$ cat config.mk
export PLATFORM = sky130hd
export DESIGN_NAME = bpred_check
export DESIGN_NICKNAME = d
export VERILOG_FILES = /design/src/rtl/bpred_check.sv
export SDC_FILE = /design/constraint.sdc
export NUM_CORES = 1
export LEC_CHECK = 0
export CORE_UTILIZATION = 35
export CTS_CLUSTER_SIZE = 20
export DETAILED_ROUTE_END_ITERATION = 10
export PLACE_DENSITY = 0.57
export SETUP_SLACK_MARGIN = 0.05
export SYNTH_ARGS = -nofsm -noshare
export SYNTH_HDL_FRONTEND = slang
export SYNTH_SLANG_ARGS = --single-unit
export TNS_END_PERCENT = 10
$ cat constraint.sdc
create_clock -name clk -period 4.6 [get_ports clk]
set_input_delay 0.92 -clock clk [delete_from_list [all_inputs] [get_ports clk]]
set_output_delay 0.92 -clock clk [all_outputs]
set_load 0.005 [all_outputs]
$ cat src/rtl/bpred_check.sv
// Branch-prediction checker: in-order FIFO of predictions resolved at WB, with flush/redirect and fetch-stall recovery.
// Optional statistics counters are enabled by defining BPRED_STATS_EN.
module bpred_check #(
  parameter int DEPTH   = 4,
  parameter int RECOVER = 2
) (
  input  logic        clk,
  input  logic        reset_n,
  input  logic        pred_valid,
  input  logic [15:0] pred_pc,
  input  logic [15:0] pred_target,
  output logic        pred_ready,
  input  logic        res_valid,
  input  logic [15:0] res_pc,
  input  logic [15:0] res_target,
  output logic        flush,
  output logic [15:0] redirect_pc,
  output logic        stall_if,
  output logic        upd_valid,
  output logic [15:0] upd_pc,
  output logic [15:0] upd_target,
  output logic        desync,
  output logic [15:0] mispred_cnt,
  output logic [15:0] resolved_cnt
);

  localparam int           AW          = $clog2(DEPTH);
  localparam logic [AW:0]  FULL_CNT    = DEPTH[AW:0];
  localparam logic [2:0]   RECOVER_CNT = RECOVER[2:0];

  typedef enum logic [1:0] {ST_IDLE = 2'd0, ST_FLUSH = 2'd1, ST_DRAIN = 2'd2} state_t;

  state_t         r_state, w_state_nxt;
  logic [2:0]     r_drain_cnt, w_drain_cnt_nxt;
  logic [15:0]    r_q_pc  [DEPTH];
  logic [15:0]    r_q_tgt [DEPTH];
  logic [AW-1:0]  r_wr_ptr, r_rd_ptr;
  logic [AW:0]    r_count;
  logic           r_flush, r_upd_valid, r_desync;
  logic [15:0]    r_redirect_pc, r_upd_pc, r_upd_target;
  logic           w_idle, w_full, w_empty, w_pop, w_push, w_pc_bad, w_mispred;

  assign w_idle     = (r_state == ST_IDLE);
  assign w_full     = (r_count == FULL_CNT);
  assign w_empty    = (r_count == {(AW+1){1'b0}});
  assign w_pop      = w_idle && res_valid && !w_empty;
  assign w_pc_bad   = (r_q_pc[r_rd_ptr] != res_pc);
  assign w_mispred  = w_pop && (w_pc_bad || (r_q_tgt[r_rd_ptr] != res_target));
  assign pred_ready = w_idle && (!w_full || res_valid);
  // A push racing a mispredicting pop is dropped; the queue is cleared in FLUSH anyway.
  assign w_push     = pred_valid && pred_ready && !w_mispred;

  assign flush       = r_flush;
  assign redirect_pc = r_redirect_pc;
  assign upd_valid   = r_upd_valid;
  assign upd_pc      = r_upd_pc;
  assign upd_target  = r_upd_target;
  assign desync      = r_desync;
  assign stall_if    = !w_idle;

  // Recovery FSM state and drain counter registers.
  always_ff @(posedge clk or negedge reset_n) begin
    if (!reset_n) begin
      r_state     <= ST_IDLE;
      r_drain_cnt <= 3'd0;
    end else begin
      r_state     <= w_state_nxt;
      r_drain_cnt <= w_drain_cnt_nxt;
    end
  end

  // Next-state logic: IDLE -> FLUSH on mispredict, one FLUSH cycle, RECOVER DRAIN cycles.
  always_comb begin
    w_state_nxt     = r_state;
    w_drain_cnt_nxt = r_drain_cnt;
    case (r_state)
      ST_IDLE: begin
        if (w_mispred) w_state_nxt = ST_FLUSH;
        else           w_state_nxt = ST_IDLE;
      end
      ST_FLUSH: begin
        w_state_nxt     = ST_DRAIN;
        w_drain_cnt_nxt = RECOVER_CNT;
      end
      ST_DRAIN: begin
        if (r_drain_cnt <= 3'd1) begin
          w_state_nxt     = ST_IDLE;
          w_drain_cnt_nxt = 3'd0;
        end else begin
          w_drain_cnt_nxt = r_drain_cnt - 3'd1;
        end
      end
      default: begin
        w_state_nxt     = ST_IDLE;
        w_drain_cnt_nxt = 3'd0;
      end
    endcase
  end

  // Queue pointers and occupancy; FLUSH empties the queue.
  always_ff @(posedge clk or negedge reset_n) begin
    if (!reset_n) begin
      r_wr_ptr <= '0;
      r_rd_ptr <= '0;
      r_count  <= '0;
    end else if (r_state == ST_FLUSH) begin
      r_wr_ptr <= '0;
      r_rd_ptr <= '0;
      r_count  <= '0;
    end else begin
      if (w_push) r_wr_ptr <= r_wr_ptr + AW'(1);
      if (w_pop)  r_rd_ptr <= r_rd_ptr + AW'(1);
      case ({w_push, w_pop})
        2'b10:   r_count <= r_count + (AW+1)'(1);
        2'b01:   r_count <= r_count - (AW+1)'(1);
        default: r_count <= r_count;
      endcase
    end
  end

  // Queue payload storage; validity is tracked by the pointers, so no reset.
  always_ff @(posedge clk) begin
    if (w_push) begin
      r_q_pc[r_wr_ptr]  <= pred_pc;
      r_q_tgt[r_wr_ptr] <= pred_target;
    end
  end

  // Registered flush/BTB-update pulse and sticky desync flag.
  always_ff @(posedge clk or negedge reset_n) begin
    if (!reset_n) begin
      r_flush       <= 1'b0;
      r_upd_valid   <= 1'b0;
      r_redirect_pc <= 16'h0000;
      r_upd_pc      <= 16'h0000;
      r_upd_target  <= 16'h0000;
      r_desync      <= 1'b0;
    end else begin
      r_flush     <= w_mispred;
      r_upd_valid <= w_mispred;
      if (w_mispred) begin
        r_redirect_pc <= res_target;
        r_upd_pc      <= res_pc;
        r_upd_target  <= res_target;
      end
      if (w_idle && res_valid && (w_empty || w_pc_bad)) r_desync <= 1'b1;
    end
  end

`ifdef BPRED_STATS_EN
  logic [15:0] r_mispred_cnt, r_resolved_cnt;

  // Saturating resolution/mispredict statistics.
  always_ff @(posedge clk or negedge reset_n) begin
    if (!reset_n) begin
      r_mispred_cnt  <= 16'h0000;
      r_resolved_cnt <= 16'h0000;
    end else begin
      if (w_pop && (r_resolved_cnt != 16'hFFFF))    r_resolved_cnt <= r_resolved_cnt + 16'h0001;
      if (w_mispred && (r_mispred_cnt != 16'hFFFF)) r_mispred_cnt  <= r_mispred_cnt + 16'h0001;
    end
  end

  assign mispred_cnt  = r_mispred_cnt;
  assign resolved_cnt = r_resolved_cnt;
`else
  assign mispred_cnt  = 16'h0000;
  assign resolved_cnt = 16'h0000;
`endif

endmodule

==> results of run 1 <==
## worst min path at each step
stage	slack, ns	from	end	cells past startpoint
4_1_cts	0.49	r_drain_cnt[1]$_DFFE_PN0N_	r_drain_cnt[1]$_DFFE_PN0N_	2
3_5_place_dp	0.47	r_drain_cnt[1]$_DFFE_PN0N_	r_drain_cnt[1]$_DFFE_PN0N_	2
5_1_grt	0.52	upd_pc[13]$_DFFE_PN0P_	upd_pc[13]$_DFFE_PN0P_	1
6_report	0.49	r_drain_cnt[1]$_DFFE_PN0N_	r_drain_cnt[1]$_DFFE_PN0N_	2
3_3_place_gp	0.46	desync$_DFFE_PN0P_	desync$_DFFE_PN0P_	1
2_1_floorplan	0.45	r_drain_cnt[1]$_DFFE_PN0N_	r_drain_cnt[1]$_DFFE_PN0N_	2
## power breakdown
part,leakage (nW),total (W),internal (W),switching (W)
clock network,0.266,0.00135,0.000771,0.000580
logic,1.33,0.00184,0.00105,0.000795
registers,1.71,0.00224,0.00205,0.000186
## critical path: stages, from the launching register on
cell	delay, ns
sky130_fd_sc_hd__dfrtp_2	0.54
sky130_fd_sc_hd__buf_4	0.43
sky130_fd_sc_hd__mux4_2	0.57
sky130_fd_sc_hd__xnor2_1	0.16
sky130_fd_sc_hd__nand4_1	0.27
sky130_fd_sc_hd__nor4_4	0.46
sky130_fd_sc_hd__nand2_4	0.11
sky130_fd_sc_hd__nor2_1	0.12
sky130_fd_sc_hd__nor2_1	0.06
sky130_fd_sc_hd__fa_1	0.41
sky130_fd_sc_hd__nor2_1	0.15
sky130_fd_sc_hd__o31ai_2	0.09
sky130_fd_sc_hd__and3_1	0.18
sky130_fd_sc_hd__nor3_2	0.15
## per-stage QoR
step | util (%) | cell area (µm²) | instances | hold slack [ns] | total power, W
6_report | 44.38 | 9329 | 830 | 0.4887 | 0.005433
5_1_grt | 44.38 | 9329 | 830 | 0.5156 | 0.005755
4_1_cts | 44.38 | 9329 | 830 | 0.4891 | 0.005524
3_5_place_dp | 41.75 | 8776 | 798 | 0.4730 | 0.004157
3_3_place_gp | 41.75 | 8776 | 798 | 0.4628 | 0.004109
2_1_floorplan | - | 7627 | 457 | 0.4530 | 0.003463
## cell families after synthesis
group,count (synthesis)
other cells,1
fa+ha+maj,10
mux,67
buf+inv,73
compound gates,20
xor+xnor,34
flops,174
simple gates,47
## state kept, by name, indices dropped and copies added, names as in the netlist
register and flops:
upd_pc 16, r_wr_ptr 2, desync 1, upd_target 16
r_q_tgt 64, r_rd_ptr 2, r_state 2, r_q_pc 64
upd_valid 1, r_drain_cnt 3, r_count 3
## cell type report
class                   instances  area share [%]
clock buffers                  22           4.976
clock inverters                10          0.9523
multi-input cells             210           22.60
repair buffers                129           13.81
inverters                      10          0.4024
flip-flops and latches        174           53.57
well taps                     275           3.688
## metal layers
metal | global-route usage, % | vias up | part of all wire, %
met5 | 0 | - | 0
met2 | 22.94 | 163 | 48
li1 | - | 1759 | -
met1 | 18.63 | 1948 | 44
met4 | 5.206 | 0 | 1.5
met3 | 3.620 | 20 | 6.0
## cell usage in the layout, fill, tap and decap left out, types with 8 or more instances in the layout
cell,netlist,layout
sky130_fd_sc_hd__edfxtp_1,128,128
sky130_fd_sc_hd__clkdlybuf4s50_1,0,119
sky130_fd_sc_hd__dfrtp_1,46,44
sky130_fd_sc_hd__mux2_1,33,33
sky130_fd_sc_hd__conb_1,1,32
sky130_fd_sc_hd__mux4_2,30,30
sky130_fd_sc_hd__xor2_1,17,17
sky130_fd_sc_hd__xnor2_1,17,17
sky130_fd_sc_hd__clkbuf_16,0,17
sky130_fd_sc_hd__inv_1,9,9
sky130_fd_sc_hd__nor2_1,9,9
sky130_fd_sc_hd__ha_1,9,9
sky130_fd_sc_hd__nand2_1,8,8
==> parameters.txt, run 1 <==
Parameter                              Value

Status
  Run status ... finished, final reports clean

STA
  Final Skew ... 0.006973 ns
  Unrepaired setup endpoints after global routing ... no
  Max Fclk ... 263.2 MHz
  Final total negative setup slack ... 0 ns
  Tightest Pin Transition ... 0.6823 ns
  Final WS setup ... 0.8013 ns
  Final critical path time including I/O delays and setup ... 3.799 ns
  Finish-stage setup viols ... 0
  Count of endpoints failing hold in the final timing report ... 0
  Fin crit share ... between 80 and 90%
  Final Max Tran Viols ... 0
  Max-Slew Margin vs Limit ... 54.52%

Logic synthesis
  Library cell with the highest instance count after synthesis ... sky130_fd_sc_hd__edfxtp_1
  Area share of xor/xnor cells in the synthesized design ... 3.965%
  Mean area per synthesized cell ... ~18 µm²
  Main area contributors after synthesis ... sky130_fd_sc_hd__edfxtp_1, sky130_fd_sc_hd__dfrtp_1, sky130_fd_sc_hd__mux4_2
  Commonest cells in the netlist ... sky130_fd_sc_hd__edfxtp_1, sky130_fd_sc_hd__buf_4, sky130_fd_sc_hd__dfrtp_1
  Mux share of post-synthesis cell area ... 14.91%
  Share of flip-flops with an asynchronous set or reset ... a little over a quarter
  Number of instances in the synthesized netlist ... 426
  Largest area contributor in the netlist ... sky130_fd_sc_hd__edfxtp_1
  Dominant combinational cell family by area after synthesis ... multiplexers
  Synth Area in Simple Gates ... 3.981%
  Sequential element share of the synthesized area ... between 60% and 70%
  Distinct cells, synth ... between 40 and 50
  Prevailing post-synth register cell ... sky130_fd_sc_hd__edfxtp_1
  Fraction of post-synthesis cell area in the top cell type by area ... 51.17%
  EDFF count, synth ... 128
  Number of warnings printed during yosys synthesis ... 0
  Cell area after technology mapping ... roughly 7500 µm²
  Number of flip-flops and latches in the synthesized netlist ... 174
  Area fraction in compound gates after synthesis ... 1.782%
  Synth Area in Adders ... 1.766%

Drt
  Number of iterations in the first detailed-routing pass ... 4
  Iter 0 DRT Violations ... between 150 and 200
  Routed via count divided by cell count ... between 4 and 5
  Per-cell routed wire length ... 17.61 µm
  Detailed-route wire length ... 14620 µm
  Final antenna-violating net count ... 0
  Vias ... ~3900
  Number of design rule violations left after detail routing ... 0

GRT
  Number of global-route vias before repair ... 4020
  Initial antenna violation count ... 0
  Total routing usage reported by global routing ... 14.27%
  First-pass GRT wire length ... 22940 µm
  Largest net degree at the start of global routing ... 47
  Overflow left after global routing ... 0

Die
  Total number of placement rows ... 53
  Starting utilization of the core area ... a little over a third
  Height of the chip ... between 100 and 150 µm
  Die Footprint ... approximately 22000 µm²
  Floorplan die width ... 148.5 µm
  Core region area ... 21020 µm²
  I/O pins ... 153

Worst setup path
  Critical path type ... register to register
  Kind of start point of the critical path ... register
  Crit path DAT ... roughly 4.1 ns
  Worst Setup EP ... r_count[2]$_DFFE_PN0P_
  Required time of the worst setup path ... 4.95 ns
  Launch point of the worst reg-to-reg path ... r_rd_ptr[0]$_DFFE_PN0P_
  Destination of the worst register-to-register timing path ... r_count[2]$_DFFE_PN0P_
  CP endpoint kind ... register
  Number of cells traversed by the worst register-to-register path ... 13
  Origin of the worst setup path ... r_rd_ptr[0]$_DFFE_PN0P_
  Maximum net fanout on the critical path ... 19
  Setup slack of the most critical reg-to-reg path ... around 0.80 ns

Hold path
  Type of the worst min-delay path ... register to register

Place
  Count of input and output buffers ... 120
  Routability-driven placement congestion ratio ... between 0.8 and 0.9
  Post-detailed-placement half-perimeter wirelength ... between 9000 and 10000 µm
  Placement Setup Slack ... 0.6708 ns

Cells and area
  Number of filler instances in the final layout ... roughly 1800
  Seq. cell area ... 4997 µm²
  Synth-to-layout area growth ... 24.20%
  Antenna diode count ... 0
  Number of nets in the layout ... 620
  Layout cell share with drive strength beyond 1 ... between 10% and 20%
  Footprint of the multi-input gates ... 2108 µm²

Clock tree
  TritonCTS Sinks ... 174
  Setup bufs post-CTS ... 0
  CTS tree ... built
  Clk_lat worst skew ... 0.42 ns
  Number of buffers added to fix hold violations after cts ... 0
  Clock root cell ... sky130_fd_sc_hd__clkbuf_16
  Number of buffers inserted during clock tree synthesis ... 17
  Count of instances resized after the clock tree is built ... 0
  Level count of the clock H-tree ... 4
  Longest Clk Path Bufs ... 2
  Clock-pin transition on the worst setup and hold timing paths ... 0.06 ns

Power and ir drop
  VDD IR-drop max ... 0.0002701 V
  Leakage power ... about 3.3 nW
  Power Density ... around 580 nW/µm²

Run
  Number of maximum-capacitance constraint violations ... 0
No activity file was read; power rests on OpenSTA's default activity.
==> inputs of run 2 (changes only) <==
==> constraint.sdc (replaced) <==
create_clock -name clk -period 3.8 [get_ports clk]
set_input_delay 0.76 -clock clk [delete_from_list [all_inputs] [get_ports clk]]
set_output_delay 0.76 -clock clk [all_outputs]
set_load 0.005 [all_outputs]
==> parameters.txt, run 2 (synthesis gave the netlist of run 1 again) <==
Parameter                              Value

Status
  Run status ... finished, final reports clean

Cells and area
  Final standard cell count with taps included and fillers excluded ... 836
  Footprint of the multi-input gates ... 2115 µm²
  Antenna diode count ... 0
  Regs by FF count ... r_q_pc: 64 flops, r_q_tgt: 64 flops
  Number of nets in the layout ... between 600 and 700
  Layout cell share with drive strength beyond 1 ... about 17%
  Most frequent standard cell in the layout excluding fill and tap cells ... sky130_fd_sc_hd__edfxtp_1
  Number of filler instances in the final layout ... ~1800
  Seq. cell area ... 4997 µm²
  Synth-to-layout area growth ... 26.20%
  Most used cells in the layout excluding fill and tap cells ... sky130_fd_sc_hd__edfxtp_1, sky130_fd_sc_hd__clkdlybuf4s50_1, sky130_fd_sc_hd__dfrtp_1

Place
  Post-detailed-placement half-perimeter wirelength ... 10170 µm
  Routability-driven placement congestion ratio ... 0.7056
  Count of input and output buffers ... 120
  Cell Count Post-Placement ... 804

STA
  Fin crit share ... 91.61%
  Tightest Pin Transition ... between 0.6 and 0.7 ns
  Final total negative setup slack ... 0 ns
  Finish-stage setup viols ... 0
  Max Fclk ... 287.3 MHz
  Unrepaired setup endpoints after global routing ... no
  Final Max Tran Viols ... 0
  Max-Slew Margin vs Limit ... between 50 and 60%
  Final Skew ... 0.01178 ns
  Count of endpoints failing hold in the final timing report ... 0
  Final critical path time including I/O delays and setup ... 3.481 ns

Die
  Core region area ... 21020 µm²
  Height of the chip ... 148.5 µm
  Die Footprint ... 22050 µm²
  Total number of placement rows ... 53
  Floorplan die width ... 148.5 µm
  Starting utilization of the core area ... 35.73%
  I/O pins ... 153

Drt
  Vias ... 3923
  Per-cell routed wire length ... 17.86 µm
  Number of iterations in the first detailed-routing pass ... 4
  Routed via count divided by cell count ... 4.693
  Final antenna-violating net count ... 0
  Iter 0 DRT Violations ... approximately 220
  Detailed-route wire length ... 14940 µm
  Number of design rule violations left after detail routing ... 0

GRT
  Largest net degree at the start of global routing ... 35
  First-pass GRT wire length ... 22780 µm
  Overflow left after global routing ... 0
  Total routing usage reported by global routing ... 14.29%
  Number of global-route vias before repair ... around 4100
  Initial antenna violation count ... 0

Power and ir drop
  Power Density ... 712.8 nW/µm²
  VDD IR-drop max ... 0.0003650 V
  Leakage power ... 3.374 nW

Hold path
  Type of the worst min-delay path ... primary input to asynchronous set/reset pin

Worst setup path
  Series of cell instances along the critical path ... buf_12, mux4_2, xor2_1, nor4_2, and4_4, nand2_4, nor2_1, nor2_1, fa_1, nor2_1, o31ai_2, and3_1, nor3_2
  Required time of the worst setup path ... a little over 4 ns
  Critical path type ... register to register
  Maximum net fanout on the critical path ... 15
  Kind of start point of the critical path ... register
  CP endpoint kind ... register
  Number of cells traversed by the worst register-to-register path ... 13
  Most frequent CP cell ... sky130_fd_sc_hd__nor2_1
  Critical path's slowest cell ... sky130_fd_sc_hd__mux4_2
  Delay of the slowest cell on the worst path ... 0.52 ns
  Crit path DAT ... 3.82 ns

Clock tree
  Clock-pin transition on the worst setup and hold timing paths ... 0.07 ns
  Clock root cell ... sky130_fd_sc_hd__clkbuf_16
  Setup bufs post-CTS ... 0
  CTS tree ... built
  Longest Clk Path Bufs ... 2
  Clk_lat worst skew ... about 0.43 ns
  Number of buffers inserted during clock tree synthesis ... 17
  Level count of the clock H-tree ... 4
  TritonCTS Sinks ... 174

Run
  Number of maximum-capacitance constraint violations ... 0
## run 2: worst paths after layout
kind                                          from                        end  slack (ns)
setup / recovery           r_rd_ptr[0]$_DFFE_PN0P_     r_count[2]$_DFFE_PN0P_        0.32
hold / removal                             reset_n  upd_target[8]$_DFFE_PN0P_        0.34
setup reg to reg           r_rd_ptr[0]$_DFFE_PN0P_     r_count[2]$_DFFE_PN0P_        0.32
hold reg to reg                 desync$_DFFE_PN0P_         desync$_DFFE_PN0P_        0.48
max in group asynchronous                  reset_n    r_rd_ptr[1]$_DFFE_PN0P_        2.62
min in group clk                desync$_DFFE_PN0P_         desync$_DFFE_PN0P_        0.48
## run 2: timing repair
action | in CTS | in global routing
hold buffers | 0 | 0
gates resized for setup | 0 | 1
endpoints found under the hold margin | 0 | 0
setup endpoints to repair | 0 | 1
## run 2: power by group
group / internal (W) / switching, W
sequential: 0.00248 / 0.000205
combinational: 0.00133 / 0.00101
clock: 0.000982 / 0.000747
## run 2: per-stage QoR
step | power (W) | area [µm²] | util, % | setup slack (ns) | hold slack, ns
floorplan | 0.004192 | 7627 | - | 0.3136 | 0.4530
global placement | 0.005050 | 8884 | 42.26 | 0.3354 | 0.4594
detailed placement | 0.005106 | 8884 | 42.26 | 0.2760 | 0.4773
CTS | 0.006851 | 9473 | 45.06 | 0.2467 | 0.3511
global route | 0.007131 | 9479 | 45.09 | 0.06681 | 0.3927
finish | 0.006757 | 9479 | 45.09 | 0.3187 | 0.3443
## run 2: cell type report
| class | count | share of cell area, % |
|---|---|---|
| flip-flops and latches | 174 | 52.72 |
| repair buffers | 135 | 14.73 |
| inverters | 10 | 0.3960 |
| clock buffers | 18 | 4.527 |
| multi-input cells | 210 | 22.31 |
| clock inverters | 14 | 1.690 |
| well taps | 275 | 3.630 |
## run 2: per-layer routing
layer  up-vias  track usage, %  share of wire [%]
met1      1985           17.43                 42
li1       1773               -                  -
met3        11           3.650                5.3
met4         0           5.000                1.1
met2       154           24.49                 51
met5         -               0                  0
## run 2: worst max-delay path: cells and delay by family, from the launching register on
kind / cells / cell delay (ns)
flip-flops: 1 / 0.51
adder cells (fa/ha/maj): 1 / 0.39
XOR/XNOR: 1 / 0.16
AND/OR/NAND/NOR: 8 / 1.52
multiplexers: 1 / 0.52
AO/OA/AOI/OAI: 1 / 0.09
buffers and inverters: 1 / 0.21
==> inputs of run 3 (changes only) <==
--- a/config.mk
+++ b/config.mk
@@ -8,6 +8,7 @@
 export CORE_UTILIZATION = 35
 export CTS_CLUSTER_SIZE = 20
 export DETAILED_ROUTE_END_ITERATION = 10
+export MAX_ROUTING_LAYER = met4
 export PLACE_DENSITY = 0.57
 export SETUP_SLACK_MARGIN = 0.05
 export SYNTH_ARGS = -nofsm -noshare
==> parameters.txt, run 3 (synthesis gave the netlist of run 1 again) <==
Parameter                              Value

Status
  Run status ... finished, final reports clean

Power and ir drop
  Leakage power ... roughly 3.4 nW
  Final total power ... 0.006751 W
  VDD IR-drop max ... between 0.0003 and 0.0004 V
  Power Density ... 712.2 nW/µm²

Clock tree
  Number of buffers added to fix hold violations after cts ... 0
  Level count of the clock H-tree ... 4
  Setup bufs post-CTS ... 0
  CTS tree ... built
  Clock root cell ... sky130_fd_sc_hd__clkbuf_16
  Clock-pin transition on the worst setup and hold timing paths ... 0.07 ns
  TritonCTS Sinks ... 174
  Clk_lat worst skew ... 0.43 ns
  Longest Clk Path Bufs ... 2
  Number of buffers inserted during clock tree synthesis ... 17

Die
  Core region area ... 21020 µm²
  Starting utilization of the core area ... a little over a third
  Die Footprint ... 22050 µm²
  I/O pins ... 153
  Height of the chip ... 148.5 µm
  Floorplan die width ... 148.5 µm
  Total number of placement rows ... 53

Cells and area
  Number of nets in the layout ... ~630
  Antenna diode count ... 0
  Regs by FF count ... r_q_pc: 64 flops, r_q_tgt: 64 flops
  Layout cell share with drive strength beyond 1 ... 16.76%
  Synth-to-layout area growth ... 26.20%
  Most used cells in the layout excluding fill and tap cells ... sky130_fd_sc_hd__edfxtp_1, sky130_fd_sc_hd__clkdlybuf4s50_1, sky130_fd_sc_hd__dfrtp_1
  Most frequent standard cell in the layout excluding fill and tap cells ... sky130_fd_sc_hd__edfxtp_1

STA
  Max-Slew Margin vs Limit ... 58.28%
  Final Skew ... 0.01411 ns
  Unrepaired setup endpoints after global routing ... no
  Final total negative setup slack ... 0 ns
  Fin crit share ... 91.32%
  Final Max Tran Viols ... 0
  Finish-stage setup viols ... 0
  Final critical path time including I/O delays and setup ... 3.470 ns
  Count of endpoints failing hold in the final timing report ... 0
  Max Fclk ... about 290 MHz
  Tightest Pin Transition ... 0.6258 ns

Worst setup path
  Kind of start point of the critical path ... register
  Number of cells traversed by the worst register-to-register path ... 13
  Crit path DAT ... 3.81 ns
  Critical path type ... register to register
  Setup slack of the most critical reg-to-reg path ... 0.33 ns
  Destination of the worst register-to-register timing path ... r_count[2]$_DFFE_PN0P_
  Origin of the worst setup path ... r_rd_ptr[0]$_DFFE_PN0P_
  Launch point of the worst reg-to-reg path ... r_rd_ptr[0]$_DFFE_PN0P_
  CP endpoint kind ... register
  Worst Setup EP ... r_count[2]$_DFFE_PN0P_
  Required time of the worst setup path ... between 4 and 5 ns
  Maximum net fanout on the critical path ... 15

Drt
  Per-cell routed wire length ... 17.83 µm
  Iter 0 DRT Violations ... 231
  Number of iterations in the first detailed-routing pass ... 4
  Number of design rule violations left after detail routing ... 0
  Routed via count divided by cell count ... 4.691
  Detailed-route wire length ... about 15000 µm
  Vias ... 3922
  Final antenna-violating net count ... 0

Place
  Count of input and output buffers ... 120
  Post-detailed-placement half-perimeter wirelength ... 10170 µm
  Routability-driven placement congestion ratio ... 0.7135

Run
  Number of maximum-capacitance constraint violations ... 0

GRT
  Initial antenna violation count ... 0
  Total routing usage reported by global routing ... 14.71%
  Overflow left after global routing ... 0
  Number of global-route vias before repair ... 4093
  First-pass GRT wire length ... 22780 µm
  Largest net degree at the start of global routing ... 35

Hold path
  Type of the worst min-delay path ... primary input to asynchronous set/reset pin
run 3: layout make-up:
cell class | count | area (µm²)
Clock buffer | 18 | 429.2
Clock inverter | 14 | 160.2
Fill cell | 1803 | 11540
Inverter | 10 | 37.54
Multi-Input combinational cell | 210 | 2115
Sequential cell | 174 | 4997
Tap cell | 275 | 344.1
Timing Repair Buffer | 135 | 1396
run 3: report_power, final:
part           total (W)  switching, W  internal (W)
Combinational    0.00233       0.00100       0.00133
Clock            0.00173      0.000745      0.000982
Sequential       0.00269      0.000205       0.00248
run 3: worst max-delay path, stage by stage, from the launching register on:
cell                      delay (ns)
sky130_fd_sc_hd__dfrtp_2        0.51
sky130_fd_sc_hd__buf_12         0.21
sky130_fd_sc_hd__mux4_2         0.52
sky130_fd_sc_hd__xor2_1         0.16
sky130_fd_sc_hd__nor4_2         0.43
sky130_fd_sc_hd__and4_4         0.36
sky130_fd_sc_hd__nand2_4        0.08
sky130_fd_sc_hd__nor2_1         0.12
sky130_fd_sc_hd__nor2_1         0.06
sky130_fd_sc_hd__fa_1           0.39
sky130_fd_sc_hd__nor2_1         0.14
sky130_fd_sc_hd__o31ai_2        0.09
sky130_fd_sc_hd__and3_1         0.18
sky130_fd_sc_hd__nor3_2         0.13
run 3: stage by stage:
stage                     area [µm²]  hold slack, ns  utilization, %  cells  setup WS (ns)
final                           9479          0.3451           45.09    836         0.3300
after global routing            9479          0.3954           45.09    836        0.06672
after CTS                       9473          0.3511           45.06    836         0.2467
after detailed placement        8884          0.4773           42.26    804         0.2760
after global placement          8884          0.4594           42.26    804         0.3354
after floorplan                 7627          0.4530               -    457         0.3136
run 3: how the worst min path moves through the flow:
| stage | startpoint | to | slack [ns] | cells past startpoint |
|---|---|---|---|---|
| after detailed placement | desync$_DFFE_PN0P_ | desync$_DFFE_PN0P_ | 0.48 | 1 |
| after global routing | reset_n | upd_target[5]$_DFFE_PN0P_ | 0.40 | 1 |
| after floorplan | r_drain_cnt[1]$_DFFE_PN0N_ | r_drain_cnt[1]$_DFFE_PN0N_ | 0.45 | 2 |
| after global placement | desync$_DFFE_PN0P_ | desync$_DFFE_PN0P_ | 0.46 | 1 |
| final | reset_n | upd_target[8]$_DFFE_PN0P_ | 0.35 | 1 |
| after CTS | reset_n | upd_target[8]$_DFFE_PN0P_ | 0.35 | 1 |
run 3: routing by layer:
metal	vias up	GRT usage (%)	part of all wire [%]
met5	-	-	0
met4	0	4.536	1.1
met3	16	3.681	5.2
met2	141	24.51	51
met1	1991	17.51	42
li1	1774	-	-
run 3: timing repair:
| action | CTS | global route |
|---|---|---|
| gates resized for setup | 0 | 1 |
| endpoints found under the hold margin | 0 | 0 |
| endpoints found under the setup margin | 0 | 1 |
